[src/rtl/shift_frame_arbiter_if.sv]
// Requester handshake and serial-line bus for shift_frame_arbiter.
// master = producers/line observer side, slave = arbiter side.
interface shift_frame_arbiter_if #(
    parameter int WIDTH = 4
);
    logic             req0_valid;
    logic [WIDTH-1:0] req0_data;
    logic             req0_ready;
    logic             req1_valid;
    logic [WIDTH-1:0] req1_data;
    logic             req1_ready;
    logic             sout;
    logic             sout_valid;
    logic             frame_start;
    logic             frame_done;
    logic             grant_id;
    logic             busy;

    modport master (
        output req0_valid, req0_data, req1_valid, req1_data,
        input  req0_ready, req1_ready, sout, sout_valid,
               frame_start, frame_done, grant_id, busy
    );

    modport slave (
        input  req0_valid, req0_data, req1_valid, req1_data,
        output req0_ready, req1_ready, sout, sout_valid,
               frame_start, frame_done, grant_id, busy
    );
endinterface

[src/rtl/shift_frame_arbiter.sv]
// Round-robin arbiter feeding an LSB-first serial shift register.
// One frame = WIDTH shifted bits, then GAP idle cycles, then at least one
// IDLE cycle in which the next requester can be accepted.
module shift_frame_arbiter #(
    parameter int WIDTH = 4,
    parameter int GAP   = 1
) (
    input  logic                  clk,
    input  logic                  rst,
    shift_frame_arbiter_if.slave  bus
);
    localparam int CW = $clog2(WIDTH);
    localparam int GW = (GAP > 1) ? $clog2(GAP) : 1;
    localparam logic [CW-1:0] LAST   = CW'(WIDTH - 1);
    localparam logic [GW-1:0] GAP_LD = GW'((GAP > 0) ? GAP - 1 : 0);

    typedef enum logic [1:0] {
        S_IDLE  = 2'd0,
        S_SHIFT = 2'd1,
        S_GAP   = 2'd2
    } state_t;

    state_t           state_q;
    logic [WIDTH-1:0] shreg_q;
    logic [CW-1:0]    cnt_q;
    logic [GW-1:0]    gap_q;
    logic             rr_q;
    logic             grant_q;

    logic idle, in_shift, gnt0, gnt1;

    // Grant decode: a lone requester wins, a tie goes to the rr pointer.
    always_comb begin
        idle     = (state_q == S_IDLE);
        in_shift = (state_q == S_SHIFT);
        gnt0     = bus.req0_valid & (~bus.req1_valid | ~rr_q);
        gnt1     = bus.req1_valid & (~bus.req0_valid |  rr_q);
    end

    // ready is only offered in IDLE and never while reset is held.
    assign bus.req0_ready  = rst & idle & gnt0;
    assign bus.req1_ready  = rst & idle & gnt1;
    assign bus.sout        = in_shift & shreg_q[0];
    assign bus.sout_valid  = in_shift;
    assign bus.frame_start = in_shift & (cnt_q == '0);
    assign bus.frame_done  = in_shift & (cnt_q == LAST);
    assign bus.grant_id    = grant_q;
    assign bus.busy        = ~idle;

    // Frame sequencer: accept, shift out, enforce gap.
    always_ff @(posedge clk or negedge rst) begin
        if (!rst) begin
            state_q <= S_IDLE;
            shreg_q <= '0;
            cnt_q   <= '0;
            gap_q   <= '0;
            rr_q    <= 1'b0;
            grant_q <= 1'b0;
        end else begin
            case (state_q)
                S_IDLE: begin
                    if (gnt0) begin
                        shreg_q <= bus.req0_data;
                        grant_q <= 1'b0;
                        rr_q    <= 1'b1;
                        cnt_q   <= '0;
                        state_q <= S_SHIFT;
                    end else if (gnt1) begin
                        shreg_q <= bus.req1_data;
                        grant_q <= 1'b1;
                        rr_q    <= 1'b0;
                        cnt_q   <= '0;
                        state_q <= S_SHIFT;
                    end
                end
                S_SHIFT: begin
                    shreg_q <= {1'b0, shreg_q[WIDTH-1:1]};
                    cnt_q   <= cnt_q + 1'b1;
                    if (cnt_q == LAST) begin
                        cnt_q <= '0;
                        if (GAP > 0) begin
                            gap_q   <= GAP_LD;
                            state_q <= S_GAP;
                        end else begin
                            state_q <= S_IDLE;
                        end
                    end
                end
                S_GAP: begin
                    if (gap_q == '0) state_q <= S_IDLE;
                    else             gap_q   <= gap_q - 1'b1;
                end
                default: state_q <= S_IDLE;
            endcase
        end
    end
endmodule

[src/flat_wrapper.sv]
// flat-port wrapper written by rule: the top's interface ports become plain ports
module shift_frame_arbiter_flat 
#(
    parameter int WIDTH = 4,
    parameter int GAP   = 1
)
  (clk, rst, bus_req0_valid, bus_req0_data, bus_req1_valid, bus_req1_data, bus_req0_ready, bus_req1_ready, bus_sout, bus_sout_valid, bus_frame_start, bus_frame_done, bus_grant_id, bus_busy);
  shift_frame_arbiter_if #(.WIDTH(WIDTH)) bus_i ();
  input  logic clk;
  input  logic rst;
  input wire logic [$bits(bus_i.req0_valid)-1:0] bus_req0_valid;
  input wire logic [$bits(bus_i.req0_data)-1:0] bus_req0_data;
  input wire logic [$bits(bus_i.req1_valid)-1:0] bus_req1_valid;
  input wire logic [$bits(bus_i.req1_data)-1:0] bus_req1_data;
  output wire logic [$bits(bus_i.req0_ready)-1:0] bus_req0_ready;
  output wire logic [$bits(bus_i.req1_ready)-1:0] bus_req1_ready;
  output wire logic [$bits(bus_i.sout)-1:0] bus_sout;
  output wire logic [$bits(bus_i.sout_valid)-1:0] bus_sout_valid;
  output wire logic [$bits(bus_i.frame_start)-1:0] bus_frame_start;
  output wire logic [$bits(bus_i.frame_done)-1:0] bus_frame_done;
  output wire logic [$bits(bus_i.grant_id)-1:0] bus_grant_id;
  output wire logic [$bits(bus_i.busy)-1:0] bus_busy;
  assign bus_i.req0_valid = bus_req0_valid;
  assign bus_i.req0_data = bus_req0_data;
  assign bus_i.req1_valid = bus_req1_valid;
  assign bus_i.req1_data = bus_req1_data;
  assign bus_req0_ready = bus_i.req0_ready;
  assign bus_req1_ready = bus_i.req1_ready;
  assign bus_sout = bus_i.sout;
  assign bus_sout_valid = bus_i.sout_valid;
  assign bus_frame_start = bus_i.frame_start;
  assign bus_frame_done = bus_i.frame_done;
  assign bus_grant_id = bus_i.grant_id;
  assign bus_busy = bus_i.busy;
  shift_frame_arbiter #(.WIDTH(WIDTH), .GAP(GAP)) u_core (.clk(clk), .rst(rst), .bus(bus_i));
endmodule
[config.mk]
export PLATFORM = sky130hd
export DESIGN_NAME = shift_frame_arbiter_flat
export DESIGN_NICKNAME = d
export VERILOG_FILES = /design/src/rtl/shift_frame_arbiter_if.sv /design/src/rtl/shift_frame_arbiter.sv /design/src/flat_wrapper.sv
export SDC_FILE = /design/constraint.sdc
export NUM_CORES = 1
export LEC_CHECK = 0
export BUFFER_PORTS_ARGS = -buffer_cell sky130_fd_sc_hd__buf_2
export CAP_MARGIN = 20
export CORE_AREA = 2 2 39 41
export DETAILED_ROUTE_END_ITERATION = 10
export DIE_AREA = 0 0 41 43
export PLACE_DENSITY = 0.8
export SLEW_MARGIN = 15
export SYNTH_ARGS = -nofsm -noshare
export SYNTH_HDL_FRONTEND = slang
export SYNTH_SLANG_ARGS = --single-unit
[constraint.sdc]
create_clock -name clk -period 2.9 [get_ports clk]
set_input_delay 0.29 -clock clk [delete_from_list [all_inputs] [get_ports clk]]
set_output_delay 0.29 -clock clk [all_outputs]
set_load 0.01 [all_outputs]
## Yosys cells after proc, flatten, opt, wreduce, memory -nomap -nowiden

Cells that the tools add are included.

- Bits in registers: 11
- Bits of input ports: 12
- Output and inout port bits: 8
- Logic and storage cells: 56

- Add/sub/neg operators: 2
- Equality and inequality tests: 6
- Mux-type cells: 19
- Bitwise gates (word level): 14
- Reduce and logical (&&, ||, !) cells: 9

Operators with widths:

| kind | count |
|---|---|
| 2-to-1 mux 2 bit | 7 |
| bitwise AND 1 bit | 8 |
| 2-to-1 mux 4 bit | 2 |
| case mux 4 bit (2 select lines) | 1 |
| 2-to-1 mux 1 bit | 6 |
| case mux 2 bit (3 select lines) | 1 |
| AND reduction 2 bit | 3 |
| nonzero test 2 bit | 3 |
| equality test 2 bit, second input constant | 2 |
| logical NOT 2 bit | 2 |
| != test 2 bit, second input constant | 2 |
| NOT 1 bit | 4 |
| case mux 2 bit (2 select lines) | 1 |
| != test 3 bit, second input constant | 1 |
| AND reduction 3 bit | 1 |
| adder 2 x 1 -> 2 bit, second input constant | 1 |
| equality test 2 x 1 -> 1 bit, second input constant | 1 |
| OR 1 bit | 2 |
| case mux 1 bit (2 select lines) | 1 |
| subtractor 1 bit, second input constant | 1 |

## Logic depth before layout (Yosys ltp)

- Depth in word-level cells: 6
- Gate-level depth with buffers: 4
- Gate-level depth less buffers: 3

## Worst setup path after synthesis

No wires, ideal clock.

- Path kind: register to output
- Start point: reg u_core.state_q[1]
- End point: out bus_frame_done
- Data arrival time: 0.975 ns
- Required time: 2.610 ns
- Setup slack: 1.635 ns
- Stages on the path, launching flop included: 4
- Buffers on the path: 1
- Cell sequence: dfrtp_1 -> and2b_1 -> buf_2 -> and2_1

- Word-level cells in the longest chain between the ends: 2

RTL lines:

| element | line | text |
|---|---|---|
| from (decl) | shift_frame_arbiter.sv:23 | `state_t state_q;` |
| from (signal assigned) | shift_frame_arbiter.sv:53 | `state_q <= S_IDLE;` |
| from (signal assigned) | shift_frame_arbiter.sv:67 | `state_q <= S_SHIFT;` |
| from (signal assigned) | shift_frame_arbiter.sv:73 | `state_q <= S_SHIFT;` |
| equality test 2 x 1 -> 1 bit | shift_frame_arbiter.sv:35 | `in_shift = (state_q == S_SHIFT);` |
| named net bus_sout_valid | flat_wrapper.sv:18 | `output wire logic [$bits(bus_i.sout_valid)-1:0] bus_sout_valid;` |
| bitwise AND 1 bit | shift_frame_arbiter.sv:46 | `assign bus.frame_done = in_shift & (cnt_q == LAST);` |
| to (decl) | flat_wrapper.sv:20 | `output wire logic [$bits(bus_i.frame_done)-1:0] bus_frame_done;` |

The timed path passes the listed nets, and every way through them passes these cells.

## Final worst setup path

- Start point: reg u_core.state_q[0]
- End point: out bus_req1_ready

- Word-level cells in the longest chain between the ends: 3

RTL lines:

| element | line | text |
|---|---|---|
| logical NOT 2 bit | shift_frame_arbiter.sv:34 | `idle = (state_q == S_IDLE);` |
| bitwise AND 1 bit (2 in a row) | shift_frame_arbiter.sv:42 | `assign bus.req1_ready = rst & idle & gnt1;` |
| to (decl) | flat_wrapper.sv:16 | `output wire logic [$bits(bus_i.req1_ready)-1:0] bus_req1_ready;` |

No other way between the ends.

==> run_results.csv <==
group,metric,value,unit
sta,setup_viol,0,
global_routing,grt_max_degree,12,
drt,detail-route-antenna-nets,0,
placement,dp_cells,91,
drt,drtIter0Drc,7,
drt,post_drt_wl_per_cell,12.8,um
floorplan,initial_core_util,41.8,%
clock_network,cts_htree_levels,1,
global_routing,grt_pass1_wl,1.89,mm
pwr,totalPowerFinal,713,uW
global_routing,grtUsageTotal,16.6,%
synthesis,seq_area_frac_synth,43.3,%
worst_setup_path,crit_arrival,1.50,ns
outcome,status,"completed",
floorplan,dieHeight,43,um
pwr,ir_drop,532,uV
sta,fin_ws,1.11,ns
floorplan,rows,14,
floorplan,core-area,1380,um2
floorplan,chipWidth,41,um
synthesis,yosysWarningCount,0,
cells_and_area,final_util,52.3,%
cells_and_area,diodes,0,
worst_setup_path,cpMaxStageDelayCell,"dfrtp_1",
clock_network,clockRootBuffer,"clkbuf_4",
drt,drt_first_pass_iters,4,
drt,post-route-drc-count,0,
global_routing,grt_overflow,0,
placement,dp_hpwl,906,um
drt,routed_wl,1.23,mm
cells_and_area,nets,95,
global_routing,grt_antenna_before_repair,0,
synthesis,synth-seq-cells,10,
sta,finalClockSkew,0.00401,ns
sta,fin_crit,1.79,ns
cells_and_area,fillers,132,
sta,max_freq,559,MHz
worst_setup_path,critPathMaxStageDelay,0.45,ns
worst_setup_path,crit_fanout,7,
synthesis,syn_area,578,um2
worst_setup_path,worstPathCellList,"nor2_1 -> nand2_1 -> nor2_1 -> buf_2",
clock_network,path_clk_slew,0.07,ns
cells_and_area,drive_above_1_share,40.0,%
global_routing,grt_pass1_vias,474,
flow_run,cap_viol_max_count,0,
sta,rsz0062_at_grt,"no",
clock_network,cts_setup_buffers,0,
worst_setup_path,crit_top_cell,"nor2_1",
synthesis,yosysUniqueCellTypes,23,
worst_setup_path,worst-setup-path-type,"register to output pin",
synthesis,postSynthCellCount,58,
worst_setup_path,cp-end-kind,"output pin",
worst_hold_path,hold_path_class,"primary input to register",
floorplan,boundaryPins,20,
cells_and_area,finalInstanceArea,723,um2
clock_network,clk_path_buf_depth,2,
pwr,pwr_density_cell,986,nW/um2
drt,via_per_inst,5.26,
drt,vias,505,
clock_network,cts_tree,"done",
placement,preCtsSetupSlack,1.44,ns
floorplan,dieArea,1760,um2
sta,drv_slew,0,
placement,dpl_cell_area,677,um2
cells_and_area,syn2layout_area_growth,25.1,%
clock_network,cts.sinks,10,
synthesis,avgSynthCellArea,9.97,um2
synthesis,synth_nets,72,
sta,period_share,61.7,%
sta,worst_pin_slew,0.409,ns
clock_network,clkLatencyLatePin,0.27,ns
cells_and_area,instances_no_fill,96,
worst_setup_path,cp.required,2.61,ns
sta,hold_ws,0.281,ns
pwr,cellLeakagePower,0.353,nW
sta,hold_viol_final,0,
sta,slew_headroom,72.8,%
placement,place_congestion,0.694,
sta,tns,0,ns
clock_network,cts_buffers,3,
clock_network,ctsHoldBuffers,1,
worst_setup_path,worst_setup_path_start_kind,"register",
clock_network,ctsResizeCount,0,
placement,numPortBuffers,19,
-- synthesized netlist by cell type (all sizes together) --
cell type / count / share of area, %
a21bo: 1 / 1.7
a21oi: 3 / 2.6
a221oi: 3 / 4.5
a22o: 2 / 3.2
a31oi: 2 / 2.2
and2: 7 / 8.2
and2b: 4 / 5.6
buf: 2 / 2.8
dfrtp: 10 / 43
ha: 2 / 4.3
inv: 4 / 2.6
mux2i: 1 / 1.7
nand2: 2 / 1.3
nor2: 4 / 2.6
nor3: 1 / 1.7
o21ai: 5 / 4.3
o31ai: 4 / 6.1
or2: 1 / 1.1
-- path summary, 6_finish.rpt --
kind                                   startpoint           endpoint  slack (ns)  depth (start not counted)
worst max-delay path            u_core.state_q[0]     bus_req1_ready        1.11                          4
worst min-delay path               bus_req1_valid        u_core.rr_q        0.28                          2
worst max register to register  u_core.state_q[0]  u_core.shreg_q[2]        1.50                          3
worst min register to register  u_core.shreg_q[0]  u_core.shreg_q[0]        0.53                          2
max in group asynchronous                     rst        u_core.rr_q        2.29                          2
min in group asynchronous                     rst  u_core.shreg_q[0]        0.41                          2
-- worst max-delay path, delay by kind of cell (launching register included) --
family,cells,cell delay [ns]
buffers and inverters,1,0.14
AND/OR/NAND/NOR,3,0.64
flip-flops,1,0.45
-- flip-flops by register name, summed over array words and instances, names as in the netlist --
signal,cells
u_core.bus.grant_id,1
u_core.state_q,2
u_core.shreg_q,4
u_core.cnt_q,2
u_core.rr_q,1
-- layer usage --
layer  GRT usage, %  wire length (um)  vias up  part of all wire, %
met2           25.6               590       14                   48
met1           18.3               533      237                   43
met3           3.14                68        4                  5.5
met5              0                 0        -                    0
met4           14.0                40        0                  3.2
li1               -                 -      250                    -
-- cell usage in the layout, fill, tap and decap left out --
| cell type | instances |
|---|---|
| buf_2 | 19 |
| dfrtp_1 | 10 |
| o21ai_0 | 5 |
| inv_1 | 4 |
| nor2_1 | 4 |
| and2_1 | 4 |
| a21oi_1 | 3 |
| and2_2 | 3 |
| a221oi_1 | 3 |
| o31ai_1 | 3 |
| clkbuf_4 | 3 |
| and2b_1 | 2 |
| nand2_1 | 2 |
| and2b_2 | 2 |
| a31oi_1 | 2 |
| ha_1 | 2 |
| a21bo_2 | 1 |
| nor3_2 | 1 |
| or2_0 | 1 |
| a22o_2 | 1 |
| a22o_1 | 1 |
| mux2i_1 | 1 |
| o31ai_2 | 1 |
| clkbuf_8 | 1 |
| dlygate4sd3_1 | 1 |
-- where the power goes --
group          switching [mW]  internal [mW]
clock network          0.0533         0.0764
logic                   0.166          0.159
registers              0.0521          0.206
-- logic make-up after synthesis --
family,share of synthesized area (%)
adder cells (fa/ha/maj),4.33
buffers and inverters,5.41
AND/OR/NAND/NOR,20.6
AO/OA/AOI/OAI,24.7
multiplexers,1.73
flip-flops,43.3
-- final cells by class --
type                            count  area, um2  area share, %
Clock buffer                        4       36.3           5.02
Timing Repair Buffer               20        105           14.5
Multi-Input combinational cell     42        297           41.0
Inverter                            4       15.0           2.08
Sequential cell                    10        250           34.6
Tap cell                           16       20.0           2.77
No activity file was read; power rests on OpenSTA's default activity.
